$ cat src/rtl/alu_pipe.sv
// Handshaked word-level ALU: one-cycle logic/arith/compare ops and an iterative
// shift-add multiply, with a held output register released by the consumer.
module alu_pipe #(
   parameter int WIDTH = 32
) (
   input  logic             clk_i,
   input  logic             rst_i,
   input  logic             in_valid_i,
   output logic             in_ready_o,
   input  logic [WIDTH-1:0] src1_i,
   input  logic [WIDTH-1:0] src2_i,
   input  logic [3:0]       op_i,
   input  logic [2:0]       cmp_i,
   output logic             out_valid_o,
   input  logic             out_ready_i,
   output logic [WIDTH-1:0] result_o,
   output logic             zero_o,
   output logic             cout_o,
   output logic             overflow_o,
   output logic             illegal_o
);

   localparam int CW = $clog2(WIDTH + 1);

   localparam logic [3:0] OP_AND = 4'b0000;
   localparam logic [3:0] OP_OR  = 4'b0001;
   localparam logic [3:0] OP_ADD = 4'b0010;
   localparam logic [3:0] OP_SUB = 4'b0110;
   localparam logic [3:0] OP_NOR = 4'b1100;
   localparam logic [3:0] OP_CMP = 4'b0111;
   localparam logic [3:0] OP_MUL = 4'b1000;

   typedef enum logic {IDLE, BUSY} state_t;

   state_t state, next_state;

   logic [CW-1:0]    count;
   logic [WIDTH-1:0] mcand, mplier, acc, acc_next;
   logic             accept, is_mul, last_iter;

   logic             sub;
   logic [WIDTH-1:0] b_op;
   logic [WIDTH:0]   full_sum;
   logic             carry_msb_in, add_ovf, less, equal, cmp_bit;

   logic [WIDTH-1:0] alu_result;
   logic             alu_cout, alu_ovf, alu_illegal;

   assign in_ready_o = (state != BUSY) && (!out_valid_o || out_ready_i);
   assign accept     = in_valid_i && in_ready_o;
   assign is_mul     = (op_i == OP_MUL);
   assign last_iter  = (state == BUSY) && (count == CW'(1));

   // SUB and CMP share the adder as src1 + ~src2 + 1; the MSB carry-in is
   // recovered from the sum bit so only one adder is needed.
   assign sub          = (op_i == OP_SUB) || (op_i == OP_CMP);
   assign b_op         = sub ? ~src2_i : src2_i;
   assign full_sum     = {1'b0, src1_i} + {1'b0, b_op} + {{WIDTH{1'b0}}, sub};
   assign carry_msb_in = full_sum[WIDTH-1] ^ src1_i[WIDTH-1] ^ b_op[WIDTH-1];
   assign add_ovf      = carry_msb_in ^ full_sum[WIDTH];
   assign less         = full_sum[WIDTH-1] ^ add_ovf;
   assign equal        = (src1_i == src2_i);

   assign acc_next = mplier[0] ? acc + mcand : acc;

   // State register; a reset abandons any multiply in flight.
   always_ff @(posedge clk_i) begin
      if (rst_i) state <= IDLE;
      else       state <= next_state;
   end

   always_comb begin
      next_state = state;
      case (state)
         IDLE: if (accept && is_mul) next_state = BUSY;
         BUSY: if (count == CW'(1))  next_state = IDLE;
         default: next_state = IDLE;
      endcase
   end

   // Single-cycle result selection.
   always_comb begin
      alu_result  = '0;
      alu_cout    = 1'b0;
      alu_ovf     = 1'b0;
      alu_illegal = 1'b0;
      cmp_bit     = 1'b0;
      case (op_i)
         OP_AND: alu_result = src1_i & src2_i;
         OP_OR:  alu_result = src1_i | src2_i;
         OP_NOR: alu_result = ~(src1_i | src2_i);
         OP_ADD, OP_SUB: begin
            alu_result = full_sum[WIDTH-1:0];
            alu_cout   = full_sum[WIDTH];
            alu_ovf    = add_ovf;
         end
         OP_CMP: begin
            case (cmp_i)
               3'd0:    cmp_bit = less;
               3'd1:    cmp_bit = !less && !equal;
               3'd2:    cmp_bit = less || equal;
               3'd3:    cmp_bit = !less;
               3'd4:    cmp_bit = equal;
               3'd5:    cmp_bit = !equal;
               default: cmp_bit = 1'b0;
            endcase
            alu_result = {{(WIDTH-1){1'b0}}, cmp_bit};
         end
         OP_MUL: alu_result = '0;
         default: alu_illegal = 1'b1;
      endcase
   end

   // Multiplier: multiplicand shifts left while multiplier bits are consumed LSB first.
   always_ff @(posedge clk_i) begin
      if (rst_i) begin
         count  <= '0;
         mcand  <= '0;
         mplier <= '0;
         acc    <= '0;
      end else if (accept && is_mul) begin
         count  <= CW'(WIDTH);
         mcand  <= src1_i;
         mplier <= src2_i;
         acc    <= '0;
      end else if (state == BUSY) begin
         count  <= count - CW'(1);
         mcand  <= mcand << 1;
         mplier <= mplier >> 1;
         acc    <= acc_next;
      end
   end

   // Output register: a completing result wins over a take on the same edge.
   always_ff @(posedge clk_i) begin
      if (rst_i) begin
         out_valid_o <= 1'b0;
         result_o    <= '0;
         zero_o      <= 1'b1;
         cout_o      <= 1'b0;
         overflow_o  <= 1'b0;
         illegal_o   <= 1'b0;
      end else if (last_iter) begin
         out_valid_o <= 1'b1;
         result_o    <= acc_next;
         zero_o      <= (acc_next == '0);
         cout_o      <= 1'b0;
         overflow_o  <= 1'b0;
         illegal_o   <= 1'b0;
      end else if (accept && !is_mul) begin
         out_valid_o <= 1'b1;
         result_o    <= alu_result;
         zero_o      <= (alu_result == '0);
         cout_o      <= alu_cout;
         overflow_o  <= alu_ovf;
         illegal_o   <= alu_illegal;
      end else if (out_ready_i) begin
         out_valid_o <= 1'b0;
      end
   end

endmodule
$ cat config.mk
export PLATFORM = sky130hd
export DESIGN_NAME = alu_pipe
export DESIGN_NICKNAME = d
export VERILOG_FILES = /design/src/rtl/alu_pipe.sv
export SDC_FILE = /design/constraint.sdc
export NUM_CORES = 1
export LEC_CHECK = 0
export BUFFER_PORTS_ARGS = -buffer_cell sky130_fd_sc_hd__buf_2
export CORE_ASPECT_RATIO = 0.5
export CORE_MARGIN = 5
export CORE_UTILIZATION = 63
export CTS_CLUSTER_DIAMETER = 50
export DETAILED_ROUTE_END_ITERATION = 8
export PLACE_DENSITY = 0.82
export SLEW_MARGIN = 25
export SYNTH_ARGS = -nofsm -noshare
export SYNTH_HDL_FRONTEND = slang
export SYNTH_SLANG_ARGS = --single-unit
$ cat constraint.sdc
create_clock -name clk_i -period 8.58 [get_ports clk_i]
set_input_delay 0.429 -clock clk_i [delete_from_list [all_inputs] [get_ports clk_i]]
set_output_delay 0.429 -clock clk_i [all_outputs]
set_load 0.05 [all_outputs]
; ---- Yosys cells after proc, flatten, opt, wreduce, memory -nomap -nowiden
; Index checks and enable logic that the tools add are counted.
[totals]
ff_bits = 140
inputBits = 75
out_inout_bits = 38
romBits = 0
mem_bits_rw = 0
memories = 0
latchBits = 0
[classes]
div_mod_pow = 0
addsub = 4
n_shift = 0
magnitude_cmp = 0
n_eq_ne = 13
n_bitwise = 9
muxes = 23
n_reduce_logical = 24
multipliers = 0
[ops]
columns = operator, count
row1 = 32-bit two-way mux, 8
row2 = 32-bit case mux with 5 select lines, 1
row3 = 32-bit zero test, 2
row4 = 32-bit NOT, 2
row5 = 32-bit by 32-bit adder with 33-bit output, 1
row6 = 33-bit by 1-bit adder with 33-bit output, 1
row7 = 32-bit adder, 1
row8 = 32-bit bitwise AND, 1
row9 = 32-bit == test, 1
row10 = 32-bit bitwise OR, 1
row11 = 6-bit two-way mux, 2
row12 = 1-bit two-way mux, 10
row13 = "4-bit by 3-bit == test with 1-bit output, second input constant", 2
row14 = "4-bit == test, second input constant", 2
row15 = 7-bit OR reduction, 1
row16 = "3-bit by 2-bit == test with 1-bit output, second input constant", 2
row17 = "3-bit == test, second input constant", 2
row18 = "6-bit by 1-bit == test with 1-bit output, second input constant", 1
row19 = 1-bit logical AND, 6
row20 = 1-bit case mux with 6 select lines, 1
row21 = 2-bit OR reduction, 3
row22 = "6-bit by 1-bit subtractor with 6-bit output, second input constant", 1
row23 = "4-bit by 1-bit == test with 1-bit output, second input constant", 1
row24 = "4-bit by 2-bit == test with 1-bit output, second input constant", 1
row25 = 10 further kinds, 19

; ---- Logic depth before layout (Yosys ltp)
; Gate-level depths: netlist of the first run.
[logic_depth]
depth_word = 16
mapped_depth = 19

; ---- Least setup slack after synthesis of the first run
; OpenSTA, ideal clock, no wires.
[synth_path]
kind = input to register
startpoint = in op_i[3]
endpoint = reg zero_o
arrival_time_ps = 4485
setup_slack_ps = 4025
path_buffers = 4
setup_time_ps = 70
cell_stages = 18
cell_sequence = buf_6 > and3b_1 > buf_6 > clkbuf_1 > xnor2_1 > ha_1 > clkbuf_1 > nand4_1 > o221a_2 > o31a_2 > o311a_2 > xnor2_1 > a221o_1 > or4_1 > nor4_1 > nand4_1 > o31ai_1 > o21bai_1
[synth_via]
elab_chain_cells = 16
word_cells_on_any_way = 27
classes_between = add/sub: 2 / eq/ne: 6 / mux: 5 / bitwise: 4 / reduce/logical: 10
[synth_lines]
columns = item, line
row1 = start: declaration, 12  ; input logic [3:0] op_i,
row2 = "4-bit by 3-bit == test with 1-bit output, on equally long branches", -
row3 = 1-bit logical OR, 56  ; assign sub = (op_i == OP_SUB) || (op_i == OP_CMP);
row4 = 32-bit two-way mux, 57  ; assign b_op = sub ? ~src2_i : src2_i;
row5 = 32-bit by 32-bit adder with 33-bit output, 58  ; assign full_sum = {1'b0, src1_i} + {1'b0, b_op} + {{WIDTH{1'b0}}, sub};
row6 = 33-bit by 1-bit adder with 33-bit output, 58
row7 = 1-bit XOR (2 in a row), 59  ; assign carry_msb_in = full_sum[WIDTH-1] ^ src1_i[WIDTH-1] ^ b_op[WIDTH-1];
row8 = 1-bit XOR, 60  ; assign add_ovf = carry_msb_in ^ full_sum[WIDTH];
row9 = 1-bit XOR, 61  ; assign less = full_sum[WIDTH-1] ^ add_ovf;
row10 = 1-bit zero test, "100, 102"
row11 = 1-bit logical AND, 100  ; 3'd1: cmp_bit = !less && !equal;
row12 = 1-bit case mux with 6 select lines, 98  ; case (cmp_i)
row13 = 32-bit case mux with 5 select lines, 88  ; case (op_i)
row14 = 32-bit zero test, 153  ; zero_o <= (alu_result == '0);
row15 = 1-bit two-way mux, 150  ; end else if (accept && !is_mul) begin
row16 = 1-bit two-way mux, 143  ; end else if (last_iter) begin
row17 = end signal: assignment, 146  ; zero_o <= (acc_next == '0);
row18 = end signal: assignment, 153
row19 = end: declaration, 17  ; output logic zero_o,
; Several ways; a longest one is shown, not always the timed one. The select of a mux whose other input is x is not followed.
; A chain may end at the register's enable or synchronous reset.

; ---- Worst setup path after layout of the first run
; Same ends and word-level chain as after synthesis.

==> out/metrics.cfg, run 1 <==
[run_status]
status = finished clean

[timing]
maxSlewViolCount = 0
worstMarginPinSlew_ps = 946
skew_ps = 14.1
relSlewSlack_pct = 36.9
hold_slack_ps = 273
fmax_ghz = 0.201
hold_viol_final = 0
fin_setup_tns_ps = 0
period_minus_slack_ps = 4960
setup_viol = 0
rsz0062_at_grt = false
finalCritPeriodShare_pct = 57.9

[floorplan]
num_io_pins = 113
die-area_um2 = 21000
coreArea_um2 = 17600
row_count = 34
initial_utilization_pct = 64.8
die_w_um = 200
fp.dieH_um = 105

[grt]
antenna_found_initial = 1
grt_pass1_wl_um = 59200
grt_max_degree = 72
first_global_vias = 10703
grtUsageTotal_pct = 35.2
grt_overflow = 0

[drt]
vias = 11629
first_pass_iters = 8
wl_per_cell_um = 21.8
viasPerCell = 6.63
wirelength_um = 38300
drc_errors = 0
drt_iter0_markers = 1627
drtAntennaViolNets = 0

[yosys]
synth_mux_area_share_pct = 4.09
synth-compound-area-share_pct = 27.1
synth_adder_area_share_pct = 14.4
synth-edff-count = 0
syn-num-nets = 1663
synth_top_family_by_area = compound AO/OA/AOI/OAI gates
synth-xor-area-share_pct = 6.77
ys_ff_latch = 140
yosys.area_share.simple_pct = 16.9
async_flop_share_pct = 0
syn_avg_cell_area_um2 = 7.81
syn_area_um2 = 11400
synthFlopType = dfxtp_1
ys_types = 70
ys_warn_count = 0
postSynthCellCount = 1458
yosysSeqAreaShare_pct = 24.6

[placement]
gp_congestion = 0.997
dpl.hpwl_um = 28500
port_buffers = 112
place_area_um2 = 12000

[critical_path]
cp.depth = 16
cp-start-kind = input pin
path_cells = buf_2 -> and3b_4 -> xnor2_1 -> ha_1 -> a21oi_1 -> o21bai_1 -> a221oi_1 -> nand2_1 -> xor2_1 -> a221oi_1 -> nand4_1 -> or4_1 -> nor4_1 -> nand4_1 -> o31ai_1 -> o21bai_1
cp-end-kind = register
crit_slowest_cell = and3b_4
reg2regPathDepth = 14
critPathKind = in2reg
cp.arrival_ps = 5330
startpoint = op_i[3]
cp_top_family = simple AND/OR/NAND/NOR gates
path_max_fanout = 34
critPathRequiredTime_ps = 8940
critPathBufInv = 1
reg2reg_from = mcand[0]$_SDFFE_PP0P_
slowest_delay_ps = 790

[worst_hold_path]
min_delay_path_depth = 3
hold_path.class = in2reg
worstHoldStart = out_ready_i

[final_layout]
layout_commonest_cell = a21oi_1
seqCellArea_um2 = 2810
area_growth_pct = 10.1
multi_input_area_um2 = 7920
num-nets-final = 1713
final_util_pct = 71.4
drive_gt1_share_pct = 12.7
n_antenna_cell = 0
design_area_um2 = 12500
fillers = 1412
layout_common_cells = a21oi_1 (148), dfxtp_1 (138), nand2_1 (136), nor2_1 (132), ha_1 (128)

[clocking]
postCtsSetupBuffers = 0
ctsResizeCount = 0
cts_hold_buf = 0
htree_levels = 4
cts_tree = done
cts_root_buffer = clkbuf_16
clk_pin_slew_worst_paths_ps = 70
cts_made_buffers = 17
cts.sinks = 140
cts_buffer_depth = 2
clkLatencyLatePin_ps = 440

[power]
p_leak_uw = 0.00518
ir_drop_mv = 0.134
power.density_nw_per_um2 = 148

[job]
maxCapViolations = 0

## state kept, by name, indices dropped and copies added, names as in the netlist
signal       count
state            1
acc             32
count            6
mcand           32
result_o        32
overflow_o       1
zero_o           1
cout_o           1
illegal_o        1
mplier          32
out_valid_o      1
## per-layer routing
layer | GRT usage (%) | vias up | wire [um]
met3 | 13.1 | 58 | 5310
li1 | - | 5414 | -
met2 | 49.9 | 602 | 15500
met1 | 51.2 | 5553 | 16900
met4 | 6.97 | 2 | 589
met5 | 0 | - | 13
## worst reg2reg max path: stages (launching register included)
cell       delay, ps
dfxtp_1          370
ha_1             210
inv_1             70
fa_1             400
nor2b_1          210
o31ai_2          150
a2111oi_2        590
o31ai_1          190
a31oi_1          360
a221oi_1         180
xnor2_1          150
mux2i_1          420
nand3_1          130
or4_1            550
o21bai_1         140
## synthesized netlist by cell type, types with 12 or more instances
cell      number  area [um2]
nor3_1        24         120
nand2b_1      12        75.1
dfxtp_1      140        2800
a211oi_1      24         180
xor2_1        17         149
a21o_1        18         135
nand4_1       17         106
clkbuf_1      74         278
mux2_2        12         135
xnor2_1       71         622
inv_1         85         319
a221oi_1      42         368
a22oi_1       78         586
a21oi_1      148         741
o21ai_0       51         255
mux2i_1       33         330
nor2_1       134         503
ha_1         128        1600
nor2b_1       13        81.3
nand3_1       21         105
nand2_1      136         510
nor4_1        15        93.8
## logic make-up (layout without fill, tap and decap cells)
| group | Yosys count | after routing |
|---|---|---|
| simple gates | 416 | 416 |
| xor+xnor | 88 | 88 |
| flops | 140 | 140 |
| fa+ha+maj | 130 | 130 |
| compound gates | 462 | 462 |
| buf+inv | 177 | 240 |
| mux | 45 | 45 |
## final cells by class
type,count,share of cell area (%)
multi-input cells,1141,63.1
inverters,85,2.54
clock inverters,14,1.02
clock buffers,18,3.42
well taps,234,2.33
repair buffers,123,5.15
flip-flops and latches,140,22.4
## stage by stage
stage	instances	power, uW	worst slack, ps
after detailed placement	1723	1130	3140
after global routing	1755	1930	3260
final	1755	1860	3620
after floorplan	1458	1000	4020
after global placement	1723	1120	3270
after CTS	1755	1840	3510
## where the power goes
| part | total (uW) | switching, uW | internal, uW |
|---|---|---|---|
| logic | 456 | 296 | 160 |
| registers | 677 | 13.5 | 664 |
| clock network | 729 | 348 | 381 |
| total | 1860 | 657 | 1210 |
## worst paths after layout
check	end	slack [ps]
min	out_valid_o$_SDFFE_PP0P_	270
max reg2reg	zero_o$_SDFFE_PP1P_	4370
min reg2reg	mplier[22]$_SDFFE_PP0P_	460
max	zero_o$_SDFFE_PP1P_	3620
No activity file was read; power rests on OpenSTA's default activity.
==> run 2: changes to the inputs <==
Settings changed: CORE_UTILIZATION 63 to 55, PLACE_DENSITY 0.82 to 0.76.
Clock period 8.58 ns to 4.4 ns, I/O delays scaled along.
==> run 2 against run 1 <==
  * Sequential cell count unchanged
  * Via count down 0.20%
  * Hold slack worse by 220 ps
  * Largest power group unchanged
  * Combinational power up 110%
  * Clock power up 100%
  * Sequential power up 95%
  * Power up 100%
  * Critical endpoint unchanged
  * Final cell count up 4.6%
  * Core utilization down 8.2 points
==> out/metrics.cfg, run 2 (same netlist as run 1, synthesis figures left out) <==
[run_status]
status = finished clean

[floorplan]
fp.dieH_um = 112
coreArea_um2 = 20500
initial_utilization_pct = 55.6
die-area_um2 = 23900
row_count = 37
die_w_um = 213
num_io_pins = 113

[critical_path]
cp_top_family = simple AND/OR/NAND/NOR gates
critPathKind = in2reg
cp.arrival_ps = 4450
path_cells = buf_2 -> and3b_2 -> buf_12 -> buf_4 -> xnor2_1 -> ha_1 -> a21oi_1 -> or3_1 -> a21oi_1 -> or3_1 -> or4_1 -> nand3_1 -> mux2i_1 -> o21ai_1 -> nor4_1 -> nand4_1 -> o31ai_1 -> o21bai_1
cp-end-kind = register
critPathBufInv = 3
slowest_delay_ps = 430
cp-start-kind = input pin
crit_slowest_cell = a21oi_1
critPathRequiredTime_ps = 4770
path_max_fanout = 18

[timing]
fmax_ghz = 0.245
fin_setup_tns_ps = 0
skew_ps = 8.06
hold_viol_final = 0
worstMarginPinSlew_ps = 884
period_minus_slack_ps = 4080
maxSlewViolCount = 0
hold_slack_ps = 49.1
finalCritPeriodShare_pct = 92.8
rsz0062_at_grt = false
relSlewSlack_pct = 41.1
setup_viol = 0

[grt]
first_global_vias = 10896
grt_overflow = 0
antenna_found_initial = 1
grt_max_degree = 67
grt_pass1_wl_um = 61200
grtUsageTotal_pct = 32.7

[power]
swShare_pct = 34.7
pwr-share-comb_pct = 25.4
clockPowerShare_pct = 39.4
p_seq_share_pct = 35.2
ir_drop_mv = 0.193
power_uw = 3740
p_leak_uw = 0.00539
switchingPower_uw = 1300
internal_power_uw = 2440
power.density_nw_per_um2 = 289

[clocking]
cts_made_buffers = 17
cts.sinks = 140
htree_levels = 4
cts_tree = done
cts_buffer_depth = 2
clk_pin_slew_worst_paths_ps = 70
cts_root_buffer = clkbuf_16
postCtsSetupBuffers = 0
clkLatencyLatePin_ps = 450

[drt]
drt_iter0_markers = 1466
drc_errors = 0
wirelength_um = 39600
drtAntennaViolNets = 0
viasPerCell = 6.32
wl_per_cell_um = 21.6
first_pass_iters = 7
vias = 11606

[final_layout]
area_growth_pct = 13.6
n_antenna_cell = 0
layout_commonest_cell = a21oi_1
drive_gt1_share_pct = 15.0
instances_no_fill = 1835
final_util_pct = 63.2
num-nets-final = 1754
layout_common_cells = a21oi_1 (148), dfxtp_1 (138), nand2_1 (136), nor2_1 (132), ha_1 (128)

[worst_hold_path]
hold_path.class = in2reg

[placement]
gp_congestion = 1.02
dpl.hpwl_um = 30000
dpl.cell_count = 1803
port_buffers = 112

[job]
maxCapViolations = 0

[run 2: cell types whose count changed in the layout (fill, tap and decap cells not counted), sizes merged]
cell    delta
clkbuf     -1
buf       +41
bufinv     +1
[run 2: area by class of cell]
class / count / area (um2)
clock buffers: 17 / 425
clock inverters: 15 / 158
fillers: 1872 / 7520
inverters: 85 / 319
multi-input cells: 1141 / 7920
flip-flops and latches: 140 / 2810
well taps: 273 / 342
repair buffers: 164 / 966
[run 2: per-stage QoR]
step / worst slack, ps / cell area (um2)
6_report: 319 / 12900
5_1_grt: 55.1 / 12900
4_1_cts: 373 / 12900
3_5_place_dp: -61.0 / 12300
3_3_place_gp: 21.3 / 12300
2_1_floorplan: 53.9 / 11400
[run 2: worst paths after layout]
path                           from                        to  slack (ps)  cells past startpoint
max                         op_i[3]       zero_o$_SDFFE_PP1P_         320                     18
max reg2reg   count[1]$_SDFFE_PP0P_       zero_o$_SDFFE_PP1P_         450                     14
min                     out_ready_i  out_valid_o$_SDFFE_PP0P_          50                      3
min reg2reg  mplier[7]$_SDFFE_PP0P_    mplier[7]$_SDFFE_PP0P_         460                      2
[run 2: tightest hold or removal path, cell delays in order]
cell and delay [ps]:
buf_2 70, nand2b_1 100, a21oi_1 60
[run 2: layer usage]
layer / vias up / part of all wire (%) / global-route usage, % / routed length (um)
li1: 5488 / - / - / -
met1: 5598 / 47 / 49.4 / 18800
met2: 465 / 41 / 45.7 / 16300
met3: 53 / 10 / 8.95 / 3980
met4: 2 / 1.5 / 7.75 / 595
met5: - / 0.038 / 0 / 15
[run 2: power groups by stage]
| stage | Sequential, uW | Combinational, uW | Clock (uW) |
|---|---|---|---|
| 2_1_floorplan | 1390 | 557 | 0 |
| 3_3_place_gp | 1340 | 906 | 0 |
| 3_5_place_dp | 1350 | 915 | 0 |
| 4_1_cts | 1320 | 922 | 1480 |
| 5_1_grt | 1320 | 1020 | 1550 |
| 6_report | 1320 | 949 | 1470 |
[run 2: timing repair]
| item | 4_1_cts | 5_1_grt |
|---|---|---|
| resized for setup | 0 | 1 |
| setup endpoints to repair | 0 | 1 |
| hold buffers | 0 | 0 |
